### src/rtl/datapath_sequencer_if.sv
// ============================================================================
//  Module      : datapath_sequencer_if
//  Description : Bundle of the control strobes between datapath_sequencer
//                and DataPath, plus the run request and the memory-ready
//                handshake.
//                master : sequencer side (drives strobes, reads IR/run/rdy)
//                slave  : DataPath / environment side
//  Signals     : run, mem_rdy, IR[31:0]          -> sequencer
//                Rin[31:0], Rout[31:0], IRin, MARin, RYin, MDRread, RZout,
//                RBin, PCjump, ALUControl[15:0], busy, halted, illegal,
//                instr_done                       <- sequencer
//  Revision    : 1.0  initial release
// ============================================================================
`default_nettype none

interface datapath_sequencer_if;
   logic        run;
   logic        mem_rdy;
   logic [31:0] IR;
   logic [31:0] Rin;
   logic [31:0] Rout;
   logic        IRin;
   logic        MARin;
   logic        RYin;
   logic        MDRread;
   logic        RZout;
   logic        RBin;
   logic        PCjump;
   logic [15:0] ALUControl;
   logic        busy;
   logic        halted;
   logic        illegal;
   logic        instr_done;

   modport master (
      input  run, mem_rdy, IR,
      output Rin, Rout, IRin, MARin, RYin, MDRread, RZout, RBin, PCjump,
             ALUControl, busy, halted, illegal, instr_done
   );

   modport slave (
      output run, mem_rdy, IR,
      input  Rin, Rout, IRin, MARin, RYin, MDRread, RZout, RBin, PCjump,
             ALUControl, busy, halted, illegal, instr_done
   );
endinterface

`default_nettype wire

### src/rtl/datapath_sequencer.sv
// ============================================================================
//  Module      : datapath_sequencer
//  Description : Hardwired control unit for DataPath. Fetch (T0-T2), decode
//                in T3, execute (T3-T5) of three-register ALU instructions,
//                memory-ready wait in T1, halt and illegal-opcode flagging.
//  Ports       : clock  - rising-edge clock
//                clear  - synchronous active-low reset
//                bus    - datapath_sequencer_if.master (strobes, run,
//                         mem_rdy, IR, status flags)
//  Parameters  : ALU_INCPC - ALUControl used in T0 to form PC+1
//                HALT_OP   - opcode that stops the sequencer
//  Macro       : SEQ_SINGLE_STEP_EN - when defined, T5 and illegal-opcode T3
//                return to IDLE so each run pulse executes one instruction.
//  Revision    : 1.0  initial release
// ============================================================================
`default_nettype none

module datapath_sequencer #(
   parameter logic [15:0] ALU_INCPC = 16'd0,
   parameter logic [4:0]  HALT_OP   = 5'd31
) (
   input  wire logic             clock,
   input  wire logic             clear,
   datapath_sequencer_if.master  bus
);

   typedef enum logic [2:0] {
      S_IDLE = 3'd0,
      S_T0   = 3'd1,
      S_T1   = 3'd2,
      S_T2   = 3'd3,
      S_T3   = 3'd4,
      S_T4   = 3'd5,
      S_T5   = 3'd6,
      S_HALT = 3'd7
   } state_t;

   // Where execution goes after a finished or rejected instruction.
`ifdef SEQ_SINGLE_STEP_EN
   localparam state_t AFTER_INSTR = S_IDLE;
`else
   localparam state_t AFTER_INSTR = S_T0;
`endif

   // Bus bit positions of the special registers in Rin/Rout.
   localparam int ZLOW_BIT = 19;
   localparam int PC_BIT   = 20;
   localparam int MDR_BIT  = 21;

   state_t state;
   state_t state_nxt;

   logic [4:0] opcode;
   logic [3:0] ra;
   logic [3:0] rb;
   logic [3:0] rc;
   logic       is_halt;
   logic       is_alu;
   logic       unused_ir;

   assign opcode    = bus.IR[31:27];
   assign ra        = bus.IR[26:23];
   assign rb        = bus.IR[22:19];
   assign rc        = bus.IR[18:15];
   assign unused_ir = ^bus.IR[14:0];

   // Halt is checked first so a HALT_OP inside 0-15 still halts.
   assign is_halt = (opcode == HALT_OP);
   assign is_alu  = !is_halt && (opcode[4] == 1'b0);

   always_ff @(posedge clock) begin
      if (!clear) begin
         state <= S_IDLE;
      end else begin
         state <= state_nxt;
      end
   end

   always_comb begin
      state_nxt      = state;
      bus.Rin        = 32'd0;
      bus.Rout       = 32'd0;
      bus.IRin       = 1'b0;
      bus.MARin      = 1'b0;
      bus.RYin       = 1'b0;
      bus.MDRread    = 1'b0;
      bus.RZout      = 1'b0;
      bus.RBin       = 1'b0;
      bus.PCjump     = 1'b0;
      bus.ALUControl = 16'd0;
      bus.busy       = 1'b1;
      bus.halted     = 1'b0;
      bus.illegal    = 1'b0;
      bus.instr_done = 1'b0;

      case (state)
         S_IDLE: begin
            bus.busy = 1'b0;
            if (bus.run) state_nxt = S_T0;
         end
         S_T0: begin
            bus.Rout[PC_BIT]  = 1'b1;
            bus.MARin         = 1'b1;
            bus.Rin[ZLOW_BIT] = 1'b1;
            bus.ALUControl    = ALU_INCPC;
            state_nxt         = S_T1;
         end
         S_T1: begin
            // MDR keeps loading through wait cycles; PC is loaded only on
            // the ready cycle so it is written once per fetch.
            bus.Rout[ZLOW_BIT] = 1'b1;
            bus.MDRread        = 1'b1;
            bus.Rin[MDR_BIT]   = 1'b1;
            bus.Rin[PC_BIT]    = bus.mem_rdy;
            if (bus.mem_rdy) state_nxt = S_T2;
         end
         S_T2: begin
            bus.Rout[MDR_BIT] = 1'b1;
            bus.IRin          = 1'b1;
            state_nxt         = S_T3;
         end
         S_T3: begin
            bus.Rout = 32'd1 << rb;
            bus.RYin = 1'b1;
            if (is_halt) begin
               state_nxt = S_HALT;
            end else if (is_alu) begin
               state_nxt = S_T4;
            end else begin
               bus.illegal = 1'b1;
               state_nxt   = AFTER_INSTR;
            end
         end
         S_T4: begin
            bus.Rout          = 32'd1 << rc;
            bus.Rin[ZLOW_BIT] = 1'b1;
            bus.ALUControl    = {11'b0, opcode};
            state_nxt         = S_T5;
         end
         S_T5: begin
            bus.Rout[ZLOW_BIT] = 1'b1;
            bus.Rin            = 32'd1 << ra;
            bus.instr_done     = 1'b1;
            state_nxt          = AFTER_INSTR;
         end
         S_HALT: begin
            bus.busy   = 1'b0;
            bus.halted = 1'b1;
            if (bus.run) state_nxt = S_T0;
         end
         default: begin
            bus.busy  = 1'b0;
            state_nxt = S_IDLE;
         end
      endcase
   end

endmodule

`default_nettype wire

### src/flat_wrapper.sv
// flat-port wrapper written by rule: the top's interface ports become plain ports
module datapath_sequencer_flat 
#(
   parameter logic [15:0] ALU_INCPC = 16'd0,
   parameter logic [4:0]  HALT_OP   = 5'd31
)
  (clock, clear, bus_run, bus_mem_rdy, bus_IR, bus_Rin, bus_Rout, bus_IRin, bus_MARin, bus_RYin, bus_MDRread, bus_RZout, bus_RBin, bus_PCjump, bus_ALUControl, bus_busy, bus_halted, bus_illegal, bus_instr_done);
  datapath_sequencer_if bus_i ();
  input  wire logic clock;
  input  wire logic clear;
  input wire logic [$bits(bus_i.run)-1:0] bus_run;
  input wire logic [$bits(bus_i.mem_rdy)-1:0] bus_mem_rdy;
  input wire logic [$bits(bus_i.IR)-1:0] bus_IR;
  output wire logic [$bits(bus_i.Rin)-1:0] bus_Rin;
  output wire logic [$bits(bus_i.Rout)-1:0] bus_Rout;
  output wire logic [$bits(bus_i.IRin)-1:0] bus_IRin;
  output wire logic [$bits(bus_i.MARin)-1:0] bus_MARin;
  output wire logic [$bits(bus_i.RYin)-1:0] bus_RYin;
  output wire logic [$bits(bus_i.MDRread)-1:0] bus_MDRread;
  output wire logic [$bits(bus_i.RZout)-1:0] bus_RZout;
  output wire logic [$bits(bus_i.RBin)-1:0] bus_RBin;
  output wire logic [$bits(bus_i.PCjump)-1:0] bus_PCjump;
  output wire logic [$bits(bus_i.ALUControl)-1:0] bus_ALUControl;
  output wire logic [$bits(bus_i.busy)-1:0] bus_busy;
  output wire logic [$bits(bus_i.halted)-1:0] bus_halted;
  output wire logic [$bits(bus_i.illegal)-1:0] bus_illegal;
  output wire logic [$bits(bus_i.instr_done)-1:0] bus_instr_done;
  assign bus_i.run = bus_run;
  assign bus_i.mem_rdy = bus_mem_rdy;
  assign bus_i.IR = bus_IR;
  assign bus_Rin = bus_i.Rin;
  assign bus_Rout = bus_i.Rout;
  assign bus_IRin = bus_i.IRin;
  assign bus_MARin = bus_i.MARin;
  assign bus_RYin = bus_i.RYin;
  assign bus_MDRread = bus_i.MDRread;
  assign bus_RZout = bus_i.RZout;
  assign bus_RBin = bus_i.RBin;
  assign bus_PCjump = bus_i.PCjump;
  assign bus_ALUControl = bus_i.ALUControl;
  assign bus_busy = bus_i.busy;
  assign bus_halted = bus_i.halted;
  assign bus_illegal = bus_i.illegal;
  assign bus_instr_done = bus_i.instr_done;
  datapath_sequencer #(.ALU_INCPC(ALU_INCPC), .HALT_OP(HALT_OP)) u_core (.clock(clock), .clear(clear), .bus(bus_i));
endmodule
### config.mk
export PLATFORM = sky130hd
export DESIGN_NAME = datapath_sequencer_flat
export DESIGN_NICKNAME = d
export VERILOG_FILES = /design/src/rtl/datapath_sequencer_if.sv /design/src/rtl/datapath_sequencer.sv /design/src/flat_wrapper.sv
export SDC_FILE = /design/constraint.sdc
export NUM_CORES = 1
export LEC_CHECK = 0
export ABC_CLOCK_PERIOD_IN_PS = 1800
export CAP_MARGIN = 20
export CORE_UTILIZATION = 26
export DETAILED_ROUTE_END_ITERATION = 8
export PLACE_DENSITY_LB_ADDON = 0.1
export SYNTH_ARGS = -nofsm -noshare
export SYNTH_HDL_FRONTEND = slang
export SYNTH_SLANG_ARGS = --single-unit
### constraint.sdc
create_clock -name clock -period 1.8 [get_ports clock]
set_clock_uncertainty 0.15 [all_clocks]
set_input_delay 0.18 -clock clock [delete_from_list [all_inputs] [get_ports clock]]
set_output_delay 0.18 -clock clock [all_outputs]
set_load 0.005 [all_outputs]
==> qor.txt <==
cell area after synthesis - 0.00102 mm^2
via count - 1397
Final Worst Setup Slack - -150 ps
Hold Path Class - in -> reg
setup TNS - -1060 ps
largest reg by FF count - u_core.state
crit path max-delay cell type - or3b_4
Ys Warns - 0
Final Setup Violations - 25
DP HPWL - 2400 um
Top Registers - u_core.state x3
failing checks - setup timing
CTS Sinks - 3
crit path capture type - output port
placement row count - 22
maximum clock rate - 0.513 GHz
post-route ant nets - 0
Worst Path Required - 1470 ps
Pwr Density - 378 mW/mm^2
routed vias/inst - 4.48
sequential share of the synthesized area - 5.87%
CTS Buffer Depth - 2
clock slew seen by the registers of the worst setup and hold paths - 30 ps
Root Driver - clkbuf_8
initial core utilization - 27.5%
Startpoint Class - flip-flop
period utilisation layout - 108%
GRT Util Overall - 16.8%
final hold violations - 0
WP data arrival - 1620 ps
Worst VDD drop - 0.000228 V
slowest stage delay, CP - 410 ps
RSZ-0062 raised after global routing - yes
final-layout fill cell count - 397
First DRT Iteration DRCs - 31
global route overflow - 0
CTS tree - done
detailed-route wire length - 3630 um
Leak - 1.04 nW
Post-route DRC - 0
initial antenna violation count - 0
Mean Syn Cell Area - 6.69 um^2
Fin Hold WS - 430 ps
Area growth syn-to-layout - 99.5%
cell count after synthesis - 153
Pwr Total - 771 uW
die area - 0.00419 mm^2
post-synth cell types - 34
#FFs+latches synth - 3
Die Span Y - 64.7 um
Final Max Tran Viols - 0
# diodes - 0
CTS H-tree lvls - 1
I/O Buffers - 71
Crit Path Class - reg -> out
status - complete, but fails checks
CTS Buf Count - 3
drt first pass iters - 4
worst skew pair latency - 210 ps
Core Region - 0.00372 mm^2
Routed WL per cell - 11.6 um
max reg flops - 3
Die W - 64.7 um
global-route wire length before repair - 5590 um
min Tclk post-route - 1950 ps
vias in the first global route - 1269
number of max-cap violations - 0
NumNets Final - 301
CP Max Fanout - 4
I/O Pins - 127
RD Place Congestion - 0.935
CP cell instances - nor3b_4 > buf_4 > or3b_4 > buf_6 > o22ai_2 > buf_2
layout cells sized above 1 - 45.5%
pin count of the biggest net entering global routing - 16
==> cell type report <==
| type | instances | area, um^2 | area share, % |
|---|---|---|---|
| repair buffers | 117 | 950 | 46.5 |
| clock buffers | 4 | 45.0 | 2.21 |
| flip-flops and latches | 3 | 66.3 | 3.25 |
| multi-input cells | 138 | 913 | 44.7 |
| well taps | 48 | 60.1 | 2.94 |
| inverters | 2 | 7.51 | 0.368 |
==> cell usage in the layout, fill, tap and decap left out, drive strengths merged, types with 2 or more instances in the layout <==
cell type	n
dlymetal6s2s	2
a31oi	2
nand3	4
nor3	5
nor3b	3
nor2b	4
o21ai	3
nand3b	6
or2	2
nor2	19
and3b	2
and2	6
o21bai	2
clkdlybuf4s50	23
nand2b	7
dlygate4sd2	14
inv	2
a21boi	2
or3b	3
buf	70
conb	40
clkbuf	11
nand2	5
o22ai	16
dfxtp	3
==> path summary, 6_finish.rpt <==
kind / from / to / slack [ps] / cells after the start
worst max-delay path: u_core.state[0] / bus_Rout[1] / -150 / 6
worst min-delay path: clear / u_core.state[1] / 430 / 3
worst max register to register: u_core.state[2] / u_core.state[1] / 300 / 8
worst min register to register: u_core.state[2] / u_core.state[0] / 570 / 3
==> metal layers <==
layer	vias up	GRT usage [%]	part of all wire, %
met5	-	0	0
met3	4	4.93	9.9
met4	0	6.94	1.3
met1	636	17.7	37
li1	670	-	-
met2	87	30.6	52
==> cells by family (layout without fill, tap and decap cells) <==
kind of cell	after synthesis	in the layout	synth area share (%)
simple gates	68	68	39.0
buf+inv	51	123	35.7
compound gates	30	30	19.1
flops	3	3	5.87
other cells	1	40	0.366
==> synth_stat cells <==
master / count / area [um^2]
and4_1: 1 / 8.76
buf_6: 1 / 11.3
nand2_1: 5 / 18.8
a31oi_1: 2 / 12.5
a21boi_0: 2 / 15.0
a21oi_1: 1 / 5.00
o21a_1: 1 / 7.51
nor3b_1: 2 / 15.0
and3_1: 1 / 6.26
and2_1: 6 / 37.5
o21bai_1: 2 / 15.0
and3b_1: 2 / 17.5
nor2b_1: 4 / 25.0
nor2_1: 19 / 71.3
or3b_4: 1 / 11.3
buf_2: 1 / 5.00
o311ai_0: 1 / 8.76
nor3_1: 4 / 20.0
o41ai_1: 1 / 8.76
o31ai_1: 1 / 7.51
nor3_2: 1 / 10.0
o22ai_1: 16 / 100
inv_1: 2 / 7.51
or2_2: 2 / 12.5
nand2b_1: 7 / 43.8
buf_4: 44 / 330
o21ai_0: 3 / 15.0
nand3_1: 4 / 20.0
nor3b_4: 1 / 18.8
conb_1: 1 / 3.75
or3b_1: 2 / 17.5
clkbuf_1: 3 / 11.3
dfxtp_1: 3 / 60.1
nand3b_1: 6 / 45.0
==> timing repair <==
| action | CTS | global route |
|---|---|---|
| setup endpoints to repair | 50 | 37 |
| buffers inserted | 24 | 5 |
| hold buffers | 0 | 0 |
| pin swaps | 20 | 15 |
| resized for setup | 136 | 52 |
==> per-stage QoR <==
stage / worst slack, ps / util (%) / cells / area [um^2]
floorplan: 186 / - / 192 / 1170
global placement: -286 / 46.4 / 281 / 1730
detailed placement: -290 / 46.4 / 281 / 1730
CTS: -253 / 52.8 / 308 / 1960
global route: -199 / 54.9 / 312 / 2040
finish: -150 / 54.9 / 312 / 2040
==> worst max-delay path: cells and delay by family, from the launching register on <==
kind	cells	cell delay [ps]
buffers and inverters	3	390
and+or+nand+nor	2	590
DFF	1	350
AOI/OAI and AO/OA	1	70
==> power breakdown <==
part,switching (mW),total (mW),leakage [nW],internal [mW]
sequential,0.0159,0.0977,0.0261,0.0818
combinational,0.208,0.480,0.988,0.272
clock,0.0426,0.193,0.0228,0.151
total,0.267,0.771,1.04,0.504
No activity file was read; power rests on OpenSTA's default activity.
